**config.mk**
```make
export PLATFORM = sky130hd
export DESIGN_NAME = sfx_sequencer
export DESIGN_NICKNAME = d
export VERILOG_FILES = /design/src/rtl/sfx_sequencer_pkg.sv /design/src/rtl/sfx_sequencer_rom.sv /design/src/rtl/sfx_sequencer.sv
export SDC_FILE = /design/constraint.sdc
export NUM_CORES = 1
export LEC_CHECK = 0
export BUFFER_PORTS_ARGS = -buffer_cell sky130_fd_sc_hd__buf_2
export CAP_MARGIN = 0
export CORE_MARGIN = 10
export CORE_UTILIZATION = 59
export CTS_CLUSTER_SIZE = 14
export DETAILED_ROUTE_END_ITERATION = 8
export GPL_ROUTABILITY_DRIVEN = 1
export PLACE_DENSITY_LB_ADDON = 0.25
export SETUP_SLACK_MARGIN = 0.2
export SLEW_MARGIN = 10
export SYNTH_ARGS = -nofsm -noshare
export SYNTH_HDL_FRONTEND = slang
export SYNTH_SLANG_ARGS = --single-unit
export TNS_END_PERCENT = 20
```
**constraint.sdc**
```tcl
create_clock -name clk -period 4.5 [get_ports clk]
set_input_delay 0.9 -clock clk [delete_from_list [all_inputs] [get_ports clk]]
set_output_delay 0.9 -clock clk [all_outputs]
set_load 0.1 [all_outputs]
```
**src/rtl/sfx_sequencer_pkg.sv**
```systemverilog
// Shared types and constants for the sound-effect sequencer: FSM states, ROM word layout,
// and the word packing helper used to build the effect ROM.
package sfx_sequencer_pkg;

  localparam int unsigned TICK_DIV_DEFAULT = 250000;
  localparam int unsigned NumFx            = 4;
  localparam int unsigned IdW              = 2;
  localparam int unsigned StepW            = 3;
  localparam int unsigned RomAw            = IdW + StepW;
  localparam int unsigned RomDepth         = 32;

  // Field widths
  localparam int unsigned DurW    = 8;
  localparam int unsigned LfoW    = 10;
  localparam int unsigned NoiseW  = 12;
  localparam int unsigned VcoW    = 12;
  localparam int unsigned ShiftW  = 3;
  localparam int unsigned MixW    = 4;

  // Field offsets, LSB first; the word width follows from the field widths
  localparam int unsigned LastOff     = 0;
  localparam int unsigned MixOff      = LastOff + 1;
  localparam int unsigned ShiftOff    = MixOff + MixW;
  localparam int unsigned NoiseSelOff = ShiftOff + ShiftW;
  localparam int unsigned Vco2SelOff  = NoiseSelOff + 1;
  localparam int unsigned Vco1SelOff  = Vco2SelOff + 1;
  localparam int unsigned Vco2Off     = Vco1SelOff + 1;
  localparam int unsigned Vco1Off     = Vco2Off + VcoW;
  localparam int unsigned NoiseOff    = Vco1Off + VcoW;
  localparam int unsigned LfoOff      = NoiseOff + NoiseW;
  localparam int unsigned DurOff      = LfoOff + LfoW;
  localparam int unsigned RomW        = DurOff + DurW;

  // dur = 0 encodes the longest step, so the duration counter needs one extra bit
  localparam int unsigned DurCntW = DurW + 1;

  typedef enum logic [1:0] {
    StIdle,
    StLoad,
    StApply,
    StPlay
  } state_e;

  // Member order matches the offsets above (first member is the MSB)
  typedef struct packed {
    logic [DurW-1:0]   dur;
    logic [LfoW-1:0]   lfo;
    logic [NoiseW-1:0] noise;
    logic [VcoW-1:0]   vco1;
    logic [VcoW-1:0]   vco2;
    logic              vco1_sel;
    logic              vco2_sel;
    logic              noise_sel;
    logic [ShiftW-1:0] lfo_shift;
    logic [MixW-1:0]   mixer;
    logic              last;
  } sfx_word_t;

  function automatic logic [RomW-1:0] sfx_pack(
    input logic [DurW-1:0]   dur,
    input logic [LfoW-1:0]   lfo,
    input logic [NoiseW-1:0] noise,
    input logic [VcoW-1:0]   vco1,
    input logic [VcoW-1:0]   vco2,
    input logic              vco1_sel,
    input logic              vco2_sel,
    input logic              noise_sel,
    input logic [ShiftW-1:0] lfo_shift,
    input logic [MixW-1:0]   mixer,
    input logic              last
  );
    logic [RomW-1:0] w;
    w                       = '0;
    w[DurOff +: DurW]       = dur;
    w[LfoOff +: LfoW]       = lfo;
    w[NoiseOff +: NoiseW]   = noise;
    w[Vco1Off +: VcoW]      = vco1;
    w[Vco2Off +: VcoW]      = vco2;
    w[Vco1SelOff]           = vco1_sel;
    w[Vco2SelOff]           = vco2_sel;
    w[NoiseSelOff]          = noise_sel;
    w[ShiftOff +: ShiftW]   = lfo_shift;
    w[MixOff +: MixW]       = mixer;
    w[LastOff]              = last;
    return w;
  endfunction

endpackage

```
**src/rtl/sfx_sequencer_rom.sv**
```systemverilog
// Effect ROM: 4 effects x 8 steps, addressed by {effect id, step}, one-cycle registered read.
module sfx_rom
  import sfx_sequencer_pkg::*;
(
  input  logic             clk_i,
  input  logic [RomAw-1:0] addr_i,
  output logic [RomW-1:0]  data_o
);

  logic [RomW-1:0] mem [RomDepth];

  initial begin
    for (int i = 0; i < RomDepth; i++) mem[RomAw'(i)] = '0;
    // Effect 0: single step
    mem[RomAw'(0)]  = sfx_pack(8'd3, 10'h011, 12'h101, 12'h201, 12'h301,
                               1'b1, 1'b0, 1'b1, 3'd1, 4'h9, 1'b1);
    // Effect 1: two steps
    mem[RomAw'(8)]  = sfx_pack(8'd2, 10'h021, 12'h111, 12'h211, 12'h311,
                               1'b0, 1'b1, 1'b0, 3'd2, 4'hA, 1'b0);
    mem[RomAw'(9)]  = sfx_pack(8'd1, 10'h022, 12'h112, 12'h212, 12'h312,
                               1'b1, 1'b1, 1'b0, 3'd3, 4'hB, 1'b1);
    // Effect 2: two steps
    mem[RomAw'(16)] = sfx_pack(8'd5, 10'h031, 12'h121, 12'h221, 12'h321,
                               1'b0, 1'b0, 1'b1, 3'd4, 4'hC, 1'b0);
    mem[RomAw'(17)] = sfx_pack(8'd2, 10'h032, 12'h122, 12'h222, 12'h322,
                               1'b1, 1'b0, 1'b0, 3'd5, 4'hD, 1'b1);
    // Effect 3: eight steps, never flagged last; step 0 runs the maximum 256 ticks
    for (int k = 0; k < 8; k++) begin
      mem[RomAw'(24 + k)] = sfx_pack((k == 0) ? 8'd0 : 8'd1,
                                     10'h041 + 10'(k), 12'h131 + 12'(k),
                                     12'h231 + 12'(k), 12'h331 + 12'(k),
                                     1'(k), 1'(k >> 1), 1'(k >> 2),
                                     3'(k), 4'(k + 1), 1'b0);
    end
  end

  always_ff @(posedge clk_i) begin
    data_o <= mem[addr_i];
  end

endmodule

```
**src/rtl/sfx_sequencer.sv**
```systemverilog
// Sound-effect sequencer: arbitrates trigger requests, steps through ROM-defined effects
// on a prescaled tick, and drives the external sound generator's control registers.
module sfx_sequencer
  import sfx_sequencer_pkg::*;
#(
  parameter int unsigned TICK_DIV = TICK_DIV_DEFAULT,
  parameter int unsigned NUM_FX   = NumFx
) (
  input  logic              clk,
  input  logic              reset_n,
  input  logic [NUM_FX-1:0] req,
  output logic [LfoW-1:0]   lfo_freq,
  output logic [NoiseW-1:0] noise_freq,
  output logic [VcoW-1:0]   vco1_freq,
  output logic [VcoW-1:0]   vco2_freq,
  output logic              vco1_select,
  output logic              vco2_select,
  output logic              noise_select,
  output logic [ShiftW-1:0] lfo_shift,
  output logic [MixW-1:0]   mixer,
  output logic              busy,
  output logic [IdW-1:0]    active_id,
  output logic              done
);

  localparam int unsigned TickW = (TICK_DIV > 1) ? $clog2(TICK_DIV) : 1;
  localparam logic [TickW-1:0] TickLast = TickW'(TICK_DIV - 1);

  state_e state_q, state_d;

  logic [NUM_FX-1:0]  pending_q, pending_d, grant_mask;
  logic [IdW-1:0]     active_id_q, hi_id;
  logic               hi_valid, grant;
  logic [StepW-1:0]   step_q;
  logic [TickW-1:0]   tick_q;
  logic [DurCntW-1:0] dur_q;
  logic               last_q;
  logic               tick_wrap, expire, last_step;
  logic               apply, advance, finish;
  logic               done_q;

  logic [LfoW-1:0]    lfo_q;
  logic [NoiseW-1:0]  noise_q;
  logic [VcoW-1:0]    vco1_q, vco2_q;
  logic               vco1_sel_q, vco2_sel_q, noise_sel_q;
  logic [ShiftW-1:0]  shift_q;
  logic [MixW-1:0]    mixer_q;

  logic [RomW-1:0]    rom_data;
  sfx_word_t          word;

  sfx_rom u_rom (
    .clk_i  (clk),
    .addr_i ({active_id_q, step_q}),
    .data_o (rom_data)
  );

  assign word = sfx_word_t'(rom_data);

  // Highest pending index wins; while an effect runs only equal or higher indices preempt it
  always_comb begin
    hi_valid   = 1'b0;
    hi_id      = '0;
    grant_mask = '0;
    for (int i = 0; i < NUM_FX; i++) begin
      if (pending_q[i]) begin
        hi_valid = 1'b1;
        hi_id    = IdW'(i);
      end
    end
    grant = hi_valid && ((state_q == StIdle) || (hi_id >= active_id_q));
    if (grant) grant_mask[hi_id] = 1'b1;
    // A request arriving on the grant edge survives the clear
    pending_d = (pending_q & ~grant_mask) | req;
  end

  assign tick_wrap = (tick_q == TickLast);
  assign expire    = (state_q == StPlay) && tick_wrap && (dur_q == DurCntW'(1));
  assign last_step = last_q || (step_q == '1);

  always_ff @(posedge clk or negedge reset_n) begin
    if (!reset_n) begin
      state_q <= StIdle;
    end else begin
      state_q <= state_d;
    end
  end

  always_comb begin
    state_d = state_q;
    if (grant) begin
      state_d = StLoad;
    end else begin
      unique case (state_q)
        StIdle:  state_d = StIdle;
        StLoad:  state_d = StApply;
        StApply: state_d = StPlay;
        StPlay:  if (expire) state_d = last_step ? StIdle : StLoad;
        default: state_d = StIdle;
      endcase
    end
  end

  always_comb begin
    busy    = (state_q != StIdle);
    apply   = (state_q == StApply) && !grant;
    advance = expire && !grant && !last_step;
    finish  = expire && !grant && last_step;
  end

  always_ff @(posedge clk or negedge reset_n) begin
    if (!reset_n) begin
      pending_q   <= '0;
      active_id_q <= '0;
      step_q      <= '0;
      tick_q      <= '0;
      dur_q       <= '0;
      last_q      <= 1'b0;
      done_q      <= 1'b0;
      lfo_q       <= '0;
      noise_q     <= '0;
      vco1_q      <= '0;
      vco2_q      <= '0;
      vco1_sel_q  <= 1'b0;
      vco2_sel_q  <= 1'b0;
      noise_sel_q <= 1'b0;
      shift_q     <= '0;
      mixer_q     <= '0;
    end else begin
      pending_q <= pending_d;
      done_q    <= finish;

      if (grant) begin
        active_id_q <= hi_id;
        step_q      <= '0;
      end else if (advance) begin
        step_q <= step_q + StepW'(1);
      end

      if (apply) begin
        tick_q      <= '0;
        dur_q       <= (word.dur == '0) ? DurCntW'(1 << DurW) : {1'b0, word.dur};
        last_q      <= word.last;
        lfo_q       <= word.lfo;
        noise_q     <= word.noise;
        vco1_q      <= word.vco1;
        vco2_q      <= word.vco2;
        vco1_sel_q  <= word.vco1_sel;
        vco2_sel_q  <= word.vco2_sel;
        noise_sel_q <= word.noise_sel;
        shift_q     <= word.lfo_shift;
        mixer_q     <= word.mixer;
      end else if (state_q == StPlay) begin
        tick_q <= tick_wrap ? '0 : tick_q + TickW'(1);
        if (tick_wrap) dur_q <= dur_q - DurCntW'(1);
        // Silence on completion; the other controls keep their last values
        if (finish) mixer_q <= '0;
      end
    end
  end

  assign lfo_freq     = lfo_q;
  assign noise_freq   = noise_q;
  assign vco1_freq    = vco1_q;
  assign vco2_freq    = vco2_q;
  assign vco1_select  = vco1_sel_q;
  assign vco2_select  = vco2_sel_q;
  assign noise_select = noise_sel_q;
  assign lfo_shift    = shift_q;
  assign mixer        = mixer_q;
  assign active_id    = active_id_q;
  assign done         = done_q;

endmodule

```
After elaboration in Yosys (flattened, before gate mapping)
Memory sizes are Yosys's and may differ from the RTL's. A register that Yosys moved wholly into a read port is not among the register bits.
Cells that the tools add are included.

operators by class
  $add $sub $neg = 3
  multipliers = 0
  div/mod/pow operators = 0
  magnitude comparators = 3
  equality and inequality tests = 7
  shift-type cells = 0
  multiplexer cells = 26
  bitwise gates (word level) = 3
  reductions and logical operators = 21

operator list
  cell                                                                   number
  18-bit two-way mux                                                     3
  9-bit two-way mux                                                      4
  18-bit by 1-bit adder with 18-bit output (second input constant)       1
  18-bit == test (second input constant)                                 1
  4-bit two-way mux                                                      4
  2-bit nonzero test                                                     5
  9-bit by 1-bit == test with 1-bit output (second input constant)       1
  9-bit by 1-bit subtractor with 9-bit output (second input constant)    1
  1-bit logical AND                                                      8
  8-bit logical NOT                                                      1
  2-bit two-way mux                                                      4
  2-bit case mux with 4 select lines                                     1
  1-bit two-way mux                                                      7
  3-bit two-way mux                                                      2
  4-bit AND                                                              1
  2-bit == test (second input constant)                                  2
  4-bit inverter                                                         1
  4-bit bitwise OR                                                       1
  2-bit AND reduction                                                    2
  3-bit by 1-bit adder with 3-bit output (second input constant)         1
  3-bit == test (second input constant)                                  1
  2-bit by 3-bit < comparator with 1-bit output (second input constant)  1
  3-bit != test (second input constant)                                  1
  1-bit demux with 2-bit select                                          1
  6 further kinds                                                        8

word-level totals
  register bits = 161
  bits in latches = 0
  memory bits (writable) = 0
  ROM bits = 896
  input port bits = 6
  word-level logic and storage cells = 82
  memories = 1

memory list
  memory     words  width  rd ports  clocked after Yosys merged registers in  wr ports  line                     text
  u_rom.mem  32     28     1         1                                        0         sfx_sequencer_rom.sv:10  logic [RomW-1:0] mem [RomDepth];

Longest topological paths before layout
Gate-level depths: netlist (run 1).

  word-level depth = 12
  depth in mapped cells = 9

Hierarchy
From an unflattened synthesis (run 1), not the netlist that was laid out.

second synthesis, totals
  cell total of the unflattened synthesis = 556
  area, all modules = 4993.5 sq um

by module, submodules not included
  module         instances  cells each  area each (sq um)  sequential area each (sq um)
  sfx_sequencer  1          481         4361.7             2402.3
  sfx_rom        1          75          631.9              120.1

Worst setup path after synthesis (run 1)
No wires, ideal clock.

  path type = register to register
  start point = register active_id_q[1], in the netlist active_id[1]
  end point = register dur_q[2]
  library setup time = 132 ps
  arrival = 2443 ps
  required time = 4368 ps
  slack = 1925 ps
  cell stages (with the launch flop) = 9
  buffers on the path = 2
  cells stage by stage = dfrtp_1 > inv_1 > ha_1 > nor3_1 > nor2_1 > a21oi_1 > buf_2 > buf_1 > nor2_1

on the way
  longest elaborated chain between the ends = 7
  elaborated cells between the ends (all ways) = 9

RTL lines
  what                                 line                  text
  from (decl)                          sfx_sequencer.sv:32   logic [IdW-1:0] active_id_q, hi_id;
  from (signal assigned)               sfx_sequencer.sv:134  active_id_q <= hi_id;
  2-bit greater-or-equal comparator *  sfx_sequencer.sv:71   grant = hi_valid && ((state_q == StIdle) || (hi_id >= active_id_q));
  1-bit logical OR *                   sfx_sequencer.sv:71
  1-bit logical AND *                  sfx_sequencer.sv:71
  1-bit logical NOT *                  sfx_sequencer.sv:106  apply = (state_q == StApply) && !grant;
  1-bit logical AND *                  sfx_sequencer.sv:106
  2-bit nonzero test (no line)         n/a
  2-bit AND reduction (no line)        n/a
  to (signal assigned)                 sfx_sequencer.sv:142  dur_q <= (word.dur == '0) ? DurCntW'(1 << DurW) : {1'b0, word.dur};
  to (signal assigned)                 sfx_sequencer.sv:155  if (tick_wrap) dur_q <= dur_q - DurCntW'(1);
  to (decl)                            sfx_sequencer.sv:36   logic [DurCntW-1:0] dur_q;

Every way passes the cells marked *; elsewhere a longest branch is shown, timed or not.
A chain may end at the register's enable or synchronous reset.

Final worst setup path (run 1)
  start point = register pending_q[3]
  end point = register tick_q[14]

on the way
  longest elaborated chain between the ends = 7
  elaborated cells between the ends (all ways) = 9

RTL lines
  what                                                             line                  text
  from (decl)                                                      sfx_sequencer.sv:31   logic [NUM_FX-1:0] pending_q, pending_d, grant_mask;
  from (signal assigned)                                           sfx_sequencer.sv:130  pending_q <= pending_d;
  2-bit two-way mux *                                              sfx_sequencer.sv:66   if (pending_q[i]) begin
  via hi_id[1]                                                     sfx_sequencer.sv:32
  2-bit greater-or-equal comparator *                              sfx_sequencer.sv:71
  1-bit logical OR *                                               sfx_sequencer.sv:71
  1-bit logical AND *                                              sfx_sequencer.sv:71
  1-bit logical NOT *                                              sfx_sequencer.sv:106
  1-bit logical AND *                                              sfx_sequencer.sv:106
  18-bit two-way mux / 2-bit nonzero test (equally long branches)  n/a
  to (signal assigned)                                             sfx_sequencer.sv:154  tick_q <= tick_wrap ? '0 : tick_q + TickW'(1);
  to (decl)                                                        sfx_sequencer.sv:35   logic [TickW-1:0] tick_q;

Mark *: on every way through the listed nets, which the timed path passes. The rest lies on a longest branch.

==> key figures, run 1 <==
Status
  • Run status: finished clean

STA
  • Worst Slack Setup Final: about 1600 ps
  • Slew @ Worst Pin: around 1100 ps
  • Final Hold Slack: 478 ps
  • Slew Viols, Final: 0
  • Fin crit share: 64.7%
  • Hold Fails Final Rpt: 0
  • Slew HR: 28.8%
  • Post-route setup TNS: 0 ps
  • Max Fclk: 343 MHz
  • Final setup fails: 0
  • Fin crit period: roughly 3000 ps
  • Clk_skew: 5.94 ps
  • RSZ-0062 raised after global routing: false

Die
  • Height of the die: 92.6 µm
  • Row Count: 26
  • Initial Util: 60.9%
  • Core area: 5110 µm²
  • DIE WIDTH: 92.6 µm
  • DIE AREA: 8570 µm²
  • # IOs: 66

CTS
  • Hold buffer count at cts: 0
  • H-tree levels: 2
  • TritonCTS clock tree: done
  • Root Buffer: clkbuf_8
  • Clock buffer depth: 2
  • Clk sinks: 54
  • Worst-path clk slew: 100 ps
  • Clk_lat worst skew: roughly 320 ps
  • # resized after CTS: 0
  • Post-CTS Repair Setup Buffers: 0
  • CTS Buf Count: 5

Yosys
  • Post-Synthesis Cells: ~330
  • Yosys top cell by area: dfrtp_1
  • Area of the mapped netlist: a little over 3000 µm²
  • Sequential cell area fraction in the yosys report: between 40% and 50%
  • Synthesized area per cell: 9.51 µm²
  • Top post-synthesis cells by area: dfrtp_1 (39%), buf_4 (11%), ha_1 (4.4%)
  • Number of enable flip-flop cells after synthesis: 0
  • Register bit total from synthesis: 54
  • Number of synthesis warnings: 0
  • Asr flop ratio synth: 88.9%
  • Post-synthesis cell type count: between 40 and 50
  • Primary FF master, synth: dfrtp_1
  • Share of the synthesized area in the top cell type: 38.6%

Setup path
  • Critical Path End Type: flip-flop
  • Setup CP Type: flip-flop to flip-flop
  • Worst-path fanout max: 15
  • CP Launch Type: flip-flop
  • Data arrival, critical path: 3110 ps
  • Critical Path RT: 4700 ps

Drt
  • Via/cell ratio: 5.19
  • Via Count: 2145
  • Total routed wirelength: 5890 µm
  • First-iteration detailed-routing DRC count: 121
  • Routed WL per cell: 14.3 µm
  • Initial DRT Pass Iterations: 4
  • Antenna-violating nets left: 0
  • Residual DRC: 0

Placement
  • PortBufs: 34
  • Placer congestion estimate: 0.838
  • # placed instances: just over 400
  • Placement Setup Slack: 1570 ps
  • Final HPWL DP: 4390 µm

GRT
  • Tot GR Track Use: 13.9%
  • Vias in the first global route: 2139
  • Global-route wire length before repair: 9960 µm
  • Initial antenna violation count: 0
  • Global route overflow: 0
  • Largest net degree at the start of global routing: 49

Cells and area
  • Area added between synthesis and finish: 3.38%
  • Ant diodes: 0
  • Fin nets: between 300 and 400
  • Fill count: 436
  • Layout cells sized above 1: 18.1%
  • Final non-filler cell total: just over 400

Hold path
  • Worst Hold Class: flip-flop to flip-flop

Run
  • Max Cap Violations: 0

Power and ir drop
  • Pwr Total: 2.30 mW
  • Worst VDD drop: 0.805 mV
  • Pwr per Cell Area: 715 nW/µm²
  • Static leakage: 1.49 nW
-- worst paths after layout --
path                                             start                       to  slack, ps  cells past startpoint
min reg2reg                u_rom.data_o[51]$_SDFF_PP0_  lfo_freq[4]$_DFFE_PN0P_        480                      1
max reg2reg                     pending_q[3]$_DFF_PN0_   tick_q[14]$_DFFE_PN0P_       1590                      8
max in group asynchronous                      reset_n     dur_q[8]$_DFFE_PN0P_       3070                      1
min in group asynchronous                      reset_n    tick_q[3]$_DFFE_PN0P_        760                      1
min                        u_rom.data_o[51]$_SDFF_PP0_  lfo_freq[4]$_DFFE_PN0P_        480                      1
max                             pending_q[3]$_DFF_PN0_   tick_q[14]$_DFFE_PN0P_       1590                      8
-- synth_stat cells, types with 2 or more instances --
library cell and instances:
nor2b_1 4, a31oi_1 5, nand2b_1 5, xnor2_1 11
o22ai_1 2, o21ai_0 10, nor4b_4 2, mux2i_1 3
ha_1 11, dfxtp_1 6, mux2_2 5, or4_1 6
a22o_1 3, nor2_1 27, nor4b_1 2, buf_2 4
a21o_1 6, a311oi_1 4, nor4_1 3, clkbuf_1 5
or3_1 5, o31ai_1 7, nand3_1 7, a21oi_1 14
or2_2 6, nor3_1 10, nand2_1 23, nand4_1 4
buf_4 47, dfrtp_1 48, inv_1 16
-- layer usage --
metal,track usage [%],up-vias,wire [µm]
li1,-,1084,-
met1,16.4,1017,2640
met2,24.1,36,2960
met3,3.15,8,202
met4,5.27,0,81
met5,0,-,0
-- area by class of cell --
class | instances | area (µm²) | area share, %
flip-flops and latches | 54 | 1320 | 41.1
clock buffers | 5 | 68.8 | 2.14
multi-input cells | 229 | 1440 | 44.9
clock inverters | 3 | 47.5 | 1.48
inverters | 16 | 60.1 | 1.87
well taps | 70 | 87.6 | 2.72
repair buffers | 36 | 185 | 5.76
-- placed cells by master (no fill, tap or decap), types with 4 or more instances in the layout --
| cell | count |
|---|---|
| o21ai_0 | 10 |
| clkbuf_8 | 5 |
| or4_1 | 6 |
| a21oi_1 | 13 |
| ha_1 | 11 |
| a311oi_1 | 4 |
| or3_1 | 5 |
| nand4_1 | 4 |
| dfxtp_1 | 6 |
| conb_1 | 31 |
| a21o_1 | 6 |
| or2_2 | 6 |
| xnor2_1 | 11 |
| dfrtp_1 | 48 |
| buf_2 | 34 |
| nand3_1 | 7 |
| nor3_1 | 10 |
| nand2_1 | 23 |
| inv_1 | 16 |
| nor2b_1 | 4 |
| nor2_1 | 27 |
| o31ai_1 | 7 |
| a31oi_1 | 5 |
| nand2b_1 | 5 |
| mux2_2 | 5 |
-- registers in the layout, summed over array words and instances (netlist names) --
signal / flops
noise_freq: 1
u_rom.data_o: 6
done: 1
dur_q: 9
mixer: 3
step_q: 3
state_q: 2
vco2_freq: 1
tick_q: 18
pending_q: 4
lfo_freq: 3
active_id: 2
lfo_shift: 1
-- critical path: stages (launching register included) --
cell     delay, ps
dfrtp_1        450
or2_2          330
ha_1           310
nor3_1         340
nor2_1         140
a21oi_2        550
buf_4          330
or2_2          280
a21oi_1         70
-- power breakdown --
group / total (mW) / internal, mW / switching [mW]
clock: 0.335 / 0.169 / 0.166
sequential: 0.661 / 0.577 / 0.0835
combinational: 1.30 / 0.206 / 1.10
total: 2.30 / 0.952 / 1.35
-- logic make-up after synthesis --
logic type / count (synthesis) / synth area share (%)
compound gates: 53 / 10.8
xor+xnor: 12 / 3.38
fa+ha+maj: 11 / 4.43
buf+inv: 74 / 14.8
flops: 54 / 42.5
mux: 8 / 2.78
other cells: 1 / 0.121
simple gates: 114 / 21.2
-- through the flow --
step | utilization [%] | cell area, µm²
finish | 62.9 | 3210
global route | 62.9 | 3210
CTS | 62.9 | 3210
detailed placement | 60.7 | 3100
global placement | 60.7 | 3100
floorplan | - | 3220
(Power assumes the default switching activity.)
==> run 2, diff against run 1 <==
Settings changed: CORE_UTILIZATION 59 to 55.
Clock period 4.5 ns to 2.8 ns, I/O delays scaled along.
==> run 2 against run 1 <==
Against the previous run:
- utilization down 4.2 points
- wire length up 4.7%
- sequential cell count unchanged
- final cell count up 1.5%
- die area up 5.7%
- maximum frequency up 18%
- combinational power up 63%
- design area up 0.70%
- clock power up 40%
- hold slack worse by 150 ps
- sequential share of layout area down 0.29 points
==> key figures, run 2 (synthesized netlist as in run 1, its figures left out) <==
CTS
  • Clk sinks: 54
  • Clk_lat worst skew: 320 ps
  • Clock buffer depth: 2
  • CTS Buf Count: 5
  • H-tree levels: 2
  • Worst-path clk slew: 110 ps
  • Hold buffer count at cts: 0
  • TritonCTS clock tree: done
  • Root Buffer: clkbuf_8

Drt
  • First-iteration detailed-routing DRC count: around 110
  • Residual DRC: 0
  • Total routed wirelength: slightly above 6000 µm
  • Initial DRT Pass Iterations: 4
  • Antenna-violating nets left: 0
  • Via/cell ratio: 5.33
  • Via Count: 2235
  • Routed WL per cell: 14.7 µm

Placement
  • PortBufs: 34
  • Placer congestion estimate: 0.805
  • # placed instances: 411
  • Placement Setup Slack: 252 ps
  • Final HPWL DP: roughly 4500 µm

Die
  • DIE AREA: between 9000 and 10000 µm²
  • DIE WIDTH: 95.2 µm
  • Initial Util: 56.5%
  • Row Count: 27
  • Core area: 5510 µm²
  • # IOs: 66
  • Height of the die: between 90 and 100 µm

Power and ir drop
  • Static leakage: 1.51 nW
  • Pwr per Cell Area: roughly 1100 nW/µm²
  • Worst VDD drop: 1.17 mV
  • Pwr Total: 3.65 mW

Cells and area
  • Biggest regs: tick_q x18, dur_q x9, u_rom.data_o x6
  • Commonest non-fill, non-tap cells in the layout: dfrtp_1 (48), buf_2 (34), conb_1 (31)
  • Most common cell after layout, fill and taps aside: dfrtp_1
  • Area of the multi-input gates: 1460 µm²
  • Max reg flops: 18
  • Register area: 1320 µm²
  • Ant diodes: 0
  • Layout cells sized above 1: 19.6%
  • Top reg by flops: tick_q
  • Fill count: 491
  • Fin nets: 363
  • Area added between synthesis and finish: 4.10%
  • Final non-filler cell total: between 400 and 500

STA
  • Clk_skew: approximately 14 ps
  • Max Fclk: 405 MHz
  • Post-route setup TNS: 0 ps
  • Final setup fails: 0
  • Hold Fails Final Rpt: 0
  • Slew Viols, Final: 0
  • RSZ-0062 raised after global routing: false
  • Slew HR: 52.4%
  • Worst Slack Setup Final: 328 ps
  • Slew @ Worst Pin: 712 ps
  • Final Hold Slack: approximately 330 ps
  • Fin crit period: roughly 2500 ps
  • Fin crit share: just under 90%

GRT
  • Vias in the first global route: 2148
  • Initial antenna violation count: 0
  • Global route overflow: 0
  • Tot GR Track Use: 13.6%
  • Largest net degree at the start of global routing: between 40 and 50
  • Global-route wire length before repair: 10100 µm

Setup path
  • Crit-path slowest cell: or4_1
  • CP peak stage delay: 590 ps
  • Setup CP Type: flip-flop to flip-flop
  • Crit-path cells: or2_2 > ha_1 > nor2_1 > a31oi_2 > or4_1 > a21oi_1
  • Worst-path fanout max: 18
  • Top cell family by delay on the critical path: simple AND/OR/NAND/NOR gates
  • Critical Path End Type: flip-flop
  • Data arrival, critical path: 2720 ps
  • CP Launch Type: flip-flop
  • Critical Path RT: 3050 ps
  • Buffer and inverter count on the worst path: 0

Run
  • Max Cap Violations: 0

Status
  • Run status: finished clean

Hold path
  • Worst Hold Class: input port to async pin
## run 2: changes by cell type in the layout (fill, tap and decap cells not counted), sizes merged
cell	previous run	this run
inv	17	19
clkinv	1	0
buf	36	40
bufinv	1	0
## run 2: power by group
part | internal (mW) | leakage, nW | switching (mW)
registers | 0.927 | 0.676 | 0.130
clock network | 0.186 | 0.0495 | 0.283
logic | 0.349 | 0.781 | 1.77
## run 2: cell type report
cell class	count	share of cell area, %
clock buffer	5	2.13
clock inverter	3	0.812
inverter	16	1.86
multi-input combinational	229	45.0
sequential	54	40.8
tap	72	2.78
timing repair buffer	40	6.65
## run 2: through the flow
| stage | area [µm²] | utilization (%) |
|---|---|---|
| floorplan | 3220 | - |
| global placement | 3130 | 56.9 |
| finish | 3240 | 58.8 |
| CTS | 3230 | 58.6 |
| global route | 3240 | 58.8 |
| detailed placement | 3130 | 56.9 |
## run 2: path summary, 6_finish.rpt
path                                        startpoint  cells after the start                       end  slack (ps)
min in group clk                                req[0]                      2    pending_q[0]$_DFF_PN0_         420
hold / removal                                 reset_n                      2    tick_q[11]$_DFFE_PN0P_         330
hold reg to reg            u_rom.data_o[51]$_SDFF_PP0_                      1   lfo_freq[4]$_DFFE_PN0P_         480
setup reg to reg                pending_q[3]$_DFF_PN0_                      6    tick_q[13]$_DFFE_PN0P_         330
max in group asynchronous                      reset_n                      2  active_id[0]$_DFFE_PN0P_        2050
setup / recovery                pending_q[3]$_DFF_PN0_                      6    tick_q[13]$_DFFE_PN0P_         330
## run 2: repair_timing
action                                  4_1_cts  5_1_grt
setup buffers                                 0        0
endpoints found under the setup margin        0       10
resized for setup                             0        1
## run 2: per-layer routing
| layer | share of wire, % | vias up | track usage, % |
|---|---|---|---|
| met4 | 0.70 | 0 | 3.24 |
| met2 | 50 | 54 | 23.2 |
| li1 | - | 1094 | - |
| met1 | 44 | 1081 | 17.1 |
| met3 | 5.1 | 6 | 3.22 |
| met5 | 0 | - | 0 |
==> run 3, diff against run 2 <==
Settings changed: CORE_UTILIZATION 55 to 45.
Clock period 2.8 ns to 2.97 ns, I/O delays scaled along.
==> run 3 against run 2 <==
Against the previous run:
- clock power grew 8.5%
- critical endpoint is now tick_q[0]$_DFFE_PN0P_
- first-iteration DRC count fell by 14%
- critical path depth up 1
- maximum frequency decreased by 2.6%
- clock skew decreased by 8.7 ps
- wire length decreased by 0.32%
==> key figures, run 3 (synthesized netlist as in run 1, its figures left out) <==
STA
  • RSZ-0062 raised after global routing: false
  • Slew HR: 51.7%
  • Final setup fails: 0
  • Final Hold Slack: around 230 ps
  • Slew Viols, Final: 0
  • Slew @ Worst Pin: approximately 720 ps
  • Clk_skew: 5.76 ps
  • Fin crit share: 85.5%
  • Fin crit period: 2540 ps
  • Hold Fails Final Rpt: 0
  • Post-route setup TNS: 0 ps
  • Max Fclk: just under 400 MHz

Setup path
  • Critical Path RT: 3170 ps
  • Data arrival, critical path: 2740 ps
  • CP peak stage delay: around 450 ps
  • Top cell family by delay on the critical path: simple AND/OR/NAND/NOR gates
  • Crit path launch: pending_q[3]$_DFF_PN0_
  • Crit-path cells: or2_2 > ha_1 > nor3_1 > nor2_1 > a21oi_4 > or2_2 > nor2_1
  • Buffer and inverter count on the worst path: 0
  • Worst-path fanout max: 11
  • Reg2reg start: pending_q[3]$_DFF_PN0_
  • Crit-path slowest cell: dfrtp_1
  • Setup CP Type: flip-flop to flip-flop
  • Critical Path End Type: flip-flop
  • CP Launch Type: flip-flop

CTS
  • Root Buffer: clkbuf_8
  • Clk_lat worst skew: 310 ps
  • Clk sinks: 54
  • Clock buffer depth: 2
  • Worst-path clk slew: about 100 ps
  • CTS Buf Count: 5
  • TritonCTS clock tree: done
  • Post-CTS Repair Setup Buffers: 0
  • H-tree levels: 2

Cells and area
  • Max reg flops: 18
  • Area added between synthesis and finish: 5.19%
  • Area of the multi-input gates: 1460 µm²
  • Final non-filler cell total: around 430
  • Register area: 1320 µm²
  • Most common cell after layout, fill and taps aside: dfrtp_1
  • Final core occ: 48.4%
  • Fill count: 661
  • Commonest non-fill, non-tap cells in the layout: dfrtp_1 (48), buf_2 (34), conb_1 (31)
  • Layout cells sized above 1: 19.3%
  • Top reg by flops: tick_q
  • Ant diodes: 0
  • Biggest regs: tick_q x18, dur_q x9, u_rom.data_o x6
  • Fin nets: around 360

Drt
  • Via/cell ratio: around 5.2
  • Routed WL per cell: 14.4 µm
  • Residual DRC: 0
  • Antenna-violating nets left: 0
  • Via Count: 2222
  • Initial DRT Pass Iterations: 5
  • First-iteration detailed-routing DRC count: 93
  • Total routed wirelength: 6140 µm

Power and ir drop
  • Worst VDD drop: 1.39 mV
  • Static leakage: between 1.5 and 2 nW
  • Pwr per Cell Area: 1070 nW/µm²
  • Pwr Total: between 3 and 4 mW

Die
  • DIE WIDTH: 103 µm
  • # IOs: 66
  • Height of the die: 103 µm
  • DIE AREA: approximately 11000 µm²
  • Row Count: 30
  • Core area: 6760 µm²
  • Initial Util: 46.0%

Placement
  • PortBufs: 34
  • # placed instances: roughly 420
  • Final HPWL DP: 4670 µm
  • Placer congestion estimate: 0.824

Status
  • Run status: finished clean

GRT
  • Initial antenna violation count: 0
  • Global route overflow: 0
  • Largest net degree at the start of global routing: 24
  • Tot GR Track Use: approximately an eighth
  • Global-route wire length before repair: 10100 µm
  • Vias in the first global route: 2176

Run
  • Max Cap Violations: 0

Hold path
  • Worst Hold Class: input port to async pin
[run 3: changes by cell type in the layout (fill, tap and decap cells not counted), sizes merged]
| cell | delta |
|---|---|
| clkinv | +1 |
| bufinv | +1 |
| inv | -2 |
[run 3: report_power, final]
| group | total [mW] | switching (mW) | internal (mW) | leakage (nW) |
|---|---|---|---|---|
| Combinational | 1.99 | 1.67 | 0.324 | 0.780 |
| Sequential | 0.999 | 0.125 | 0.874 | 0.676 |
| Clock | 0.509 | 0.254 | 0.256 | 0.0587 |
[run 3: area by class of cell]
cell class	instances	share of cell area [%]
Tap cell	80	3.06
Clock buffer	5	2.10
Multi-Input combinational cell	229	44.6
Timing Repair Buffer	40	6.58
Sequential cell	54	40.4
Inverter	16	1.84
Clock inverter	3	1.45
[run 3: final timing paths]
check	endpoint	slack, ps	cells after the start
worst max-delay path	tick_q[0]$_DFFE_PN0P_	430	7
worst min-delay path	tick_q[7]$_DFFE_PN0P_	230	1
worst max register to register	tick_q[0]$_DFFE_PN0P_	430	7
worst min register to register	lfo_freq[1]$_DFFE_PN0P_	480	1
max in group asynchronous	lfo_shift[0]$_DFFE_PN0P_	2120	2
min in group clk	pending_q[2]$_DFF_PN0_	450	2
[run 3: stage by stage]
step | setup slack (ps) | cell area (µm²)
2_1_floorplan | 395 | 3220
3_5_place_dp | 322 | 3140
5_1_grt | 285 | 3270
3_3_place_gp | 464 | 3140
4_1_cts | 296 | 3260
6_report | 432 | 3270
[run 3: what timing repair did]
item | 4_1_cts | 5_1_grt
hold buffers | 0 | 0
gates resized for setup | 0 | 1
endpoints found under the setup margin | 0 | 22
[run 3: layer usage]
layer	vias to the layer above	GRT usage, %	part of all wire [%]
met4	0	3.32	1.0
li1	1096	-	-
met3	7	2.61	4.8
met1	1058	14.7	44
met5	-	0	0
met2	61	19.9	50
